File: src/rtl/serial_frame_rx.sv
// serial_frame_rx
//   Receiving end of the single-wire framed serial link. A frame is a start
//   bit (0), DATA_WIDTH data bits LSB first, an optional even-parity bit and
//   a stop bit (1). One bit is sampled on each clock edge where en is high.
//   A correctly framed word is presented on data_out together with a
//   one-cycle valid_out pulse.
//
// Ports
//   clk        in   system clock, rising edge
//   rst        in   synchronous reset, active-high, overrides en/rx_in
//   en         in   bit-sample enable; FSM, counter and shift register hold when low
//   rx_in      in   serial line, idles high
//   data_out   out  last correctly framed word, held until the next good frame
//   valid_out  out  one-cycle pulse when data_out is updated
//   parity_err out  one-cycle pulse with valid_out when parity mismatched
//   frame_err  out  one-cycle pulse when the stop bit sampled 0
//   busy       out  high whenever the receiver is not idle

module serial_frame_rx #(
    parameter int unsigned DATA_WIDTH = 8,
    parameter bit          USE_PARITY = 1'b1
) (
    input  logic                  clk,
    input  logic                  rst,
    input  logic                  en,
    input  logic                  rx_in,
    output logic [DATA_WIDTH-1:0] data_out,
    output logic                  valid_out,
    output logic                  parity_err,
    output logic                  frame_err,
    output logic                  busy
);

    localparam int unsigned CW = $clog2(DATA_WIDTH + 1);
    localparam logic [CW-1:0] LAST_BIT = CW'(DATA_WIDTH - 1);

    localparam logic [1:0] S_IDLE   = 2'd0;
    localparam logic [1:0] S_DATA   = 2'd1;
    localparam logic [1:0] S_PARITY = 2'd2;
    localparam logic [1:0] S_STOP   = 2'd3;

    logic [1:0]            state_q, state_d;
    logic [CW-1:0]         cnt_q, cnt_d;
    logic [DATA_WIDTH-1:0] shift_q, shift_d;
    logic                  perr_q, perr_d;        // mismatch captured in PARITY
    logic [DATA_WIDTH-1:0] data_q, data_d;
    logic                  valid_q, valid_d;
    logic                  perr_out_q, perr_out_d;
    logic                  ferr_q, ferr_d;

    always_comb begin
        state_d    = state_q;
        cnt_d      = cnt_q;
        shift_d    = shift_q;
        perr_d     = perr_q;
        data_d     = data_q;
        // Status pulses default low every cycle so they last one clock even
        // when en is low on the following edge.
        valid_d    = 1'b0;
        perr_out_d = 1'b0;
        ferr_d     = 1'b0;

        if (en) begin
            case (state_q)
                S_IDLE: begin
                    if (!rx_in) begin
                        state_d = S_DATA;
                        cnt_d   = '0;
                        perr_d  = 1'b0;
                    end
                end
                S_DATA: begin
                    // LSB arrives first, so shifting right leaves it at bit 0
                    // once all DATA_WIDTH bits are in.
                    shift_d = {rx_in, shift_q[DATA_WIDTH-1:1]};
                    cnt_d   = cnt_q + CW'(1);
                    if (cnt_q == LAST_BIT) begin
                        state_d = USE_PARITY ? S_PARITY : S_STOP;
                    end
                end
                S_PARITY: begin
                    perr_d  = rx_in ^ (^shift_q);
                    state_d = S_STOP;
                end
                S_STOP: begin
                    state_d = S_IDLE;
                    if (rx_in) begin
                        data_d     = shift_q;
                        valid_d    = 1'b1;
                        perr_out_d = perr_q;
                    end else begin
                        ferr_d = 1'b1;
                    end
                end
                default: state_d = S_IDLE;
            endcase
        end
    end

    always_ff @(posedge clk) begin
        if (rst) begin
            state_q    <= S_IDLE;
            cnt_q      <= '0;
            shift_q    <= '0;
            perr_q     <= 1'b0;
            data_q     <= '0;
            valid_q    <= 1'b0;
            perr_out_q <= 1'b0;
            ferr_q     <= 1'b0;
        end else begin
            state_q    <= state_d;
            cnt_q      <= cnt_d;
            shift_q    <= shift_d;
            perr_q     <= perr_d;
            data_q     <= data_d;
            valid_q    <= valid_d;
            perr_out_q <= perr_out_d;
            ferr_q     <= ferr_d;
        end
    end

    assign data_out   = data_q;
    assign valid_out  = valid_q;
    assign parity_err = perr_out_q;
    assign frame_err  = ferr_q;
    assign busy       = (state_q != S_IDLE);

endmodule

File: config.mk
export PLATFORM = sky130hd
export DESIGN_NAME = serial_frame_rx
export DESIGN_NICKNAME = d
export VERILOG_FILES = /design/src/rtl/serial_frame_rx.sv
export SDC_FILE = /design/constraint.sdc
export NUM_CORES = 1
export LEC_CHECK = 0
export ABC_AREA = 1
export BUFFER_PORTS_ARGS = -buffer_cell sky130_fd_sc_hd__buf_2
export CORE_AREA = 4 4 75 77
export DETAILED_ROUTE_END_ITERATION = 6
export DIE_AREA = 0 0 79 81
export GPL_TIMING_DRIVEN = 0
export PLACE_DENSITY = 0.42
export RECOVER_POWER = 50
export SYNTH_ARGS = -nofsm -noshare
export SYNTH_HDL_FRONTEND = slang
export SYNTH_SLANG_ARGS = --single-unit
File: constraint.sdc
create_clock -name clk -period 1.25 [get_ports clk]
set_input_delay 0 -clock clk [delete_from_list [all_inputs] [get_ports clk]]
set_output_delay 0 -clock clk [all_outputs]
set_load 0.03 [all_outputs]
==> impl_metrics.env, run 1 <==
export IMPL_status="finished, violations left"
export IMPL_violations="setup timing"
export IMPL_drtPass1Iterations=4
export IMPL_drv_cap=0
export IMPL_die_area_um2=6400
export IMPL_netlist_instances=164
export IMPL_r2r_start="state_q[0]"
export IMPL_ys_ff_latch=26
export IMPL_fin_skew_ns=0.00473
export IMPL_synth_common_cells="nand2_1 (42), dfxtp_1 (26), a21oi_1 (17)"
export IMPL_power_density_nw_per_um2=1210
export IMPL_cts_made_buffers=3
export IMPL_fmax_mhz=762
export IMPL_dieWidth_um=79
export IMPL_path_clk_slew_ns=0.09
export IMPL_start_util_pct=24.2
export IMPL_slew_viol_final=0
export IMPL_synth_cell_type_count=24
export IMPL_rows=26
export IMPL_synth_avg_cell_area_um2=7.39
export IMPL_r2r_end="cnt_q[2]"
export IMPL_wl_per_cell_um=11.0
export IMPL_slew_headroom_pct=62.0
export IMPL_setup_viol=5
export IMPL_r2r_cells=9
export IMPL_vias=1066
export IMPL_fin_crit_sh_pct=105
export IMPL_hpwl_um=2100
export IMPL_ys_seq_area_share_pct=43.0
export IMPL_grt_pass1_wl_um=5050
export IMPL_tritoncts="done"
export IMPL_synth_edff_count=0
export IMPL_synth_simple_area_share_pct=26.8
export IMPL_synth_top_family_by_area="simple AND/OR/NAND/NOR gates"
export IMPL_synth_xor_area_share_pct=1.45
export IMPL_ant_nets=0
export IMPL_drive_gt1_share_pct=19.9
export IMPL_gp_congestion=0.723
export IMPL_cts_hold_buffers_added=0
export IMPL_antennaDiodeCount=0
export IMPL_holdPathEnd="valid_out"
export IMPL_min_from="rx_in"
export IMPL_synthAdderAreaFrac_pct=5.17
export IMPL_synth_area_leaders="dfxtp_1 (43%), nand2_1 (13%), a21oi_1 (7.0%), ha_1 (5.2%), inv_1 (4.6%)"
export IMPL_synth_yosys_warnings=0
export IMPL_syn_nets=173
export IMPL_antenna_found_initial=0
export IMPL_vdd_drop_max_mv=0.636
export IMPL_wl_um=2820
export IMPL_finalCriticalPeriod_ns=1.31
export IMPL_groute_usage_overall_pct=9.86
export IMPL_crit_arrival_ns=1.46
export IMPL_area_growth_pct=29.9
export IMPL_hold_depth=3
export IMPL_worst_pin_slew_ns=0.570
export IMPL_io_buffers=14
export IMPL_io_pins=16
export IMPL_yosysTopAreaCell="dfxtp_1"
export IMPL_power_leakage_uw=0.000599
export IMPL_drt_vias_per_instance=4.16
export IMPL_worstSetupPathType="reg2reg"
export IMPL_cp_required_ns=1.40
export IMPL_worstSetupStartpointType="flip-flop"
export IMPL_critPathMaxFanout=5
export IMPL_syn_area_um2=1210
export IMPL_fin_ws_ns=-0.0616
export IMPL_synth_top_flop_cell="dfxtp_1"
export IMPL_drt_iter0_markers=61
export IMPL_grt_setup_unrepaired="true"
export IMPL_final_setup_tns_ns=-0.152
export IMPL_die_h_um=81
export IMPL_cts_root_buffer="clkbuf_8"
export IMPL_drc=0
export IMPL_clock_latency_ns=0.27
export IMPL_hold_viol_final=0
export IMPL_synth_mux_area_share_pct=0
export IMPL_final_util_pct=31.4
export IMPL_r2r_setup_slack_ns=-0.06
export IMPL_end_kind="flip-flop"
export IMPL_num_nets_final=196
export IMPL_synth_compound_area_share_pct=15.8
export IMPL_post_synth_top_count_cell="nand2_1"
export IMPL_timing_hold_ws_ns=0.0955
export IMPL_htree_num_levels=1
export IMPL_grt_max_degree=16
export IMPL_core_um2=5010
export IMPL_gr_total_overflow=0
export IMPL_cts_sinks=26
export IMPL_clock_path_buffers=2
export IMPL_hold_path_class="in2reg"
export IMPL_grt_pass1_vias=1000
export IMPL_yosysTopAreaCellShare_pct=43.0
export IMPL_async_flop_share_pct=0
[per-layer routing]
metal	routed length, µm	vias to the layer above	track usage [%]
met1	1400	463	13.5
met5	0	-	0
met2	1300	14	15.9
li1	-	589	-
met4	0	0	1.03
met3	114	0	2.99
[cell usage in the layout, fill, tap and decap left out, drive strengths merged]
cell    netlist  final
xnor2         1      1
buf           3     11
a31oi         1      1
nand3         7      7
clkbuf        4     17
a211oi        7      7
dfxtp        26     26
nor2         13     13
inv          17     16
o21ai         7      7
nor3b         1      1
nand4         8      8
a21oi        18     18
bufinv        0      1
clkinv        0      1
nor3          3      3
xor2          1      1
nand2        42     42
ha            5      5
[through the flow]
| stage | worst slack (ns) | power [µW] | cell area, µm² | std cells |
|---|---|---|---|---|
| after detailed placement | -0.214 | 1160 | 1390 | 248 |
| after global routing | -0.142 | 2020 | 1570 | 256 |
| final | -0.0616 | 1910 | 1570 | 256 |
| after floorplan | 0.00362 | 1090 | 1230 | 164 |
| after CTS | -0.0436 | 1930 | 1550 | 255 |
| after global placement | -0.250 | 1160 | 1390 | 248 |
[final cells by class]
cell class	instances	area, µm²
Buffer	7	40.0
Clock buffer	3	41.3
Clock inverter	1	30.0
Fill cell	567	3440
Inverter	17	73.8
Multi-Input combinational cell	114	669
Sequential cell	26	528
Tap cell	70	87.6
Timing Repair Buffer	18	103
[how the worst max path moves through the flow]
stage                     from          to  depth (start not counted)
finish              state_q[0]    cnt_q[2]                          9
global route        state_q[1]    cnt_q[3]                          9
CTS                 state_q[0]    cnt_q[2]                          7
detailed placement  state_q[1]  state_q[0]                          7
global placement    state_q[1]  state_q[0]                          7
floorplan           state_q[1]    cnt_q[2]                          9
[cell families after synthesis]
kind of cell    after synthesis
compound gates               33
fa+ha+maj                     5
buf+inv                      24
flops                        26
simple gates                 74
xor+xnor                      2
[power breakdown]
part / total [µW] / internal [µW] / switching, µW
combinational: 323 / 132 / 191
sequential: 887 / 854 / 32.7
clock: 698 / 429 / 269
[registers in the layout (all words and copies together) (netlist names)]
name and count:
valid_out 1, parity_err 1, cnt_q 4, shift_q 8, frame_err 1, data_out 8, state_q 2, perr_q 1
[worst max-delay path, stage by stage, from the launching register on]
cell and delay [ns]:
dfxtp_4 0.38, inv_4 0.06, ha_4 0.16, clkinv_4 0.06, o21ai_4 0.13, inv_4 0.06, o21ai_4 0.09, nor3_1 0.07
a21oi_1 0.12, nor2_1 0.05
[timing repair]
item | CTS | global route
buffers inserted | 3 | 1
pin swaps | 6 | 4
endpoints found under the setup margin | 22 | 23
resized for setup | 14 | 11
Power figures use the tool's default switching activity.
==> run 2, diff against run 1 <==
Settings changed: ABC_AREA 1 to unset, CORE_AREA 4 4 75 77 to 4 4 73 75, DIE_AREA 0 0 79 81 to 0 0 77 79, SKIP_LAST_GASP set to 1.
==> run 2 against run 1 <==
Net effect:
- the run still ends with setup timing left
- sequential share of layout area rose by 1.7 points
- utilization rose by 0.71 points
- sequential power fell by 4.1%
- die area fell by 4.9%
- final cell count fell by 18%
- global-route usage fell by 0.75 points
- maximum frequency fell by 12%
- clock-buffer cell count did not move
- synthesized cell count fell by 21%
- power fell by 4.5%
- area after synthesis fell by 6.1%
- combinational power fell by 16%
- critical endpoint is now state_q[1]
==> impl_metrics.env, run 2 <==
export IMPL_status="finished, violations left"
export IMPL_violations="setup timing"
export IMPL_cts_root_buffer="clkbuf_8"
export IMPL_drtPass1Iterations=4
export IMPL_cp_required_ns=1.40
export IMPL_grt_busiest_layer="met2"
export IMPL_path_clk_slew_ns=0.09
export IMPL_slew_headroom_pct=62.8
export IMPL_synth_area_leaders="dfxtp_1 (46%), nand2_1 (8.9%), a21oi_1 (7.9%), ha_1 (5.5%), nand3_1 (4.4%)"
export IMPL_wl_um=2670
export IMPL_slew_viol_final=0
export IMPL_cts_made_buffers=3
export IMPL_fin_ws_ns=-0.237
export IMPL_p_int_uw=1390
export IMPL_synth_top_flop_cell="dfxtp_1"
export IMPL_ys_seq_area_share_pct=45.8
export IMPL_vias=977
export IMPL_antennaDiodeCount=0
export IMPL_pwr_share_clk_pct=38.4
export IMPL_syn_nets=139
export IMPL_worst_path_buf_inv=2
export IMPL_post_synth_top_count_cell="nand2_1"
export IMPL_max_stage_delay_ns=0.39
export IMPL_power_leakage_uw=0.000514
export IMPL_gr_total_overflow=0
export IMPL_fin_skew_ns=0.00206
export IMPL_yosysTopAreaCellShare_pct=45.8
export IMPL_combPwrFrac_pct=14.9
export IMPL_grt_max_degree=16
export IMPL_path_cells="inv_4, ha_4, a21boi_4, buf_6, a21boi_4, mux2i_1, nor2_1"
export IMPL_drt_vias_per_instance=4.67
export IMPL_wl_per_cell_um=12.8
export IMPL_stdcell_count=209
export IMPL_power_density_nw_per_um2=1220
export IMPL_synth_edff_count=0
export IMPL_switchingPower_uw=433
export IMPL_final_setup_tns_ns=-1.23
export IMPL_crit_arrival_ns=1.63
export IMPL_clock_path_buffers=2
export IMPL_die_h_um=79
export IMPL_gp_congestion=0.774
export IMPL_clock_latency_ns=0.27
export IMPL_synth_common_cells="nand2_1 (27), dfxtp_1 (26), a21oi_1 (18)"
export IMPL_layout_commonest_cell="nand2_1"
export IMPL_grt_pass1_wl_um=4380
export IMPL_grt_setup_unrepaired="true"
export IMPL_synth_avg_cell_area_um2=8.75
export IMPL_drv_cap=0
export IMPL_core_um2=4660
export IMPL_cp_top_family="compound AO/OA/AOI/OAI gates"
export IMPL_dieWidth_um=77
export IMPL_hpwl_um=1790
export IMPL_drive_gt1_share_pct=23.2
export IMPL_vdd_drop_max_mv=0.738
export IMPL_p_seq_share_pct=46.7
export IMPL_switching_share_pct=23.8
export IMPL_groute_usage_overall_pct=9.11
export IMPL_async_flop_share_pct=0
export IMPL_slowest_stage="dfxtp_4"
export IMPL_start_util_pct=24.4
export IMPL_num_nets_final=165
export IMPL_critPathMaxFanout=4
export IMPL_area_growth_pct=31.6
export IMPL_worstSetupStartpointType="flip-flop"
export IMPL_syn_area_um2=1140
export IMPL_grt_util_met1_pct=11.0
export IMPL_worst_pin_slew_ns=0.558
export IMPL_antenna_found_initial=0
export IMPL_grt_pass1_vias=931
export IMPL_end_kind="flip-flop"
export IMPL_synth_cell_type_count=29
export IMPL_finalPower_uw=1820
export IMPL_worstSetupPathType="reg2reg"
export IMPL_cts_sinks=26
export IMPL_ant_nets=0
export IMPL_fin_crit_sh_pct=119
export IMPL_rows=25
export IMPL_finalCriticalPeriod_ns=1.49
export IMPL_ys_ff_latch=26
export IMPL_crit_top_cell="a21boi_4"
export IMPL_io_pins=16
export IMPL_synth_yosys_warnings=0
export IMPL_setup_viol=15
export IMPL_hold_path_class="in2reg"
export IMPL_gr_usage_met2_pct=15.2
export IMPL_hold_viol_final=0
export IMPL_dp_cells=197
export IMPL_fmax_mhz=672
export IMPL_htree_num_levels=1
export IMPL_tritoncts="done"
export IMPL_drc=0
export IMPL_drt_iter0_markers=88
export IMPL_netlist_instances=130
export IMPL_final_cell_mix="nand2_1 (26), dfxtp_1 (22), a21oi_1 (17), clkbuf_1 (15), nand3_1 (9)"
export IMPL_cts_hold_buffers_added=0
export IMPL_pre_cts_ws_ns=-0.321
export IMPL_yosysTopAreaCell="dfxtp_1"
export IMPL_die_area_um2=6080
export IMPL_use_met3_pct=2.61
export IMPL_io_buffers=13
==> run 2: worst paths after layout <==
path | start | slack [ns] | cells past startpoint | endpoint
max | state_q[0] | -0.24 | 7 | state_q[1]
min | en | 0.04 | 3 | perr_q
max reg2reg | state_q[0] | -0.24 | 7 | state_q[1]
min reg2reg | data_out[0] | 0.46 | 2 | data_out[0]
==> run 2: cells by family after synthesis <==
group	synth area share [%]
multiplexers	0.880
XOR/XNOR	6.60
AO/OA/AOI/OAI	15.7
adder cells (fa/ha/maj)	5.50
buffers and inverters	3.63
AND/OR/NAND/NOR	21.9
flip-flops	45.8
==> run 2: power groups by stage <==
stage	clock (µW)	sequential, µW	combinational, µW
finish	699	851	272
global route	766	852	295
CTS	725	849	247
detailed placement	0	870	183
global placement	0	869	180
floorplan	0	868	139
==> run 2: area by class of cell <==
type,instances,area [µm²]
repair buffers,22,133
well taps,54,67.6
multi-input cells,94,653
fillers,472,3160
inverters,3,13.8
clock buffers,3,41.3
plain buffers,6,30.0
clock inverters,1,30.0
flip-flops and latches,26,528
==> run 2: routing by layer <==
metal	routed length (µm)	part of all wire, %	vias up
met3	137	5.1	6
met4	65	2.4	0
li1	-	-	495
met1	1190	45	452
met5	0	0	-
met2	1280	48	24
==> run 2: what timing repair did <==
action                     in CTS  in global routing
gates resized for setup        13                 10
buffers inserted                8                  1
setup endpoints to repair      24                 25
pin swaps                       4                  5
==> run 2: worst reg2reg max path, cell delays in order (launching register included) <==
cell	delay (ns)
dfxtp_4	0.39
inv_4	0.04
ha_4	0.16
a21boi_4	0.18
buf_6	0.12
a21boi_4	0.23
mux2i_1	0.20
nor2_1	0.05
==> run 2: per-stage QoR <==
stage          hold WS (ns)  cell area, µm²  util [%]
2_1_floorplan        0.0757            1160         -
3_3_place_gp          0.319            1290      27.7
3_5_place_dp          0.321            1290      27.7
4_1_cts              0.0344            1470      31.5
5_1_grt              0.0588            1500      32.1
6_report             0.0444            1500      32.1
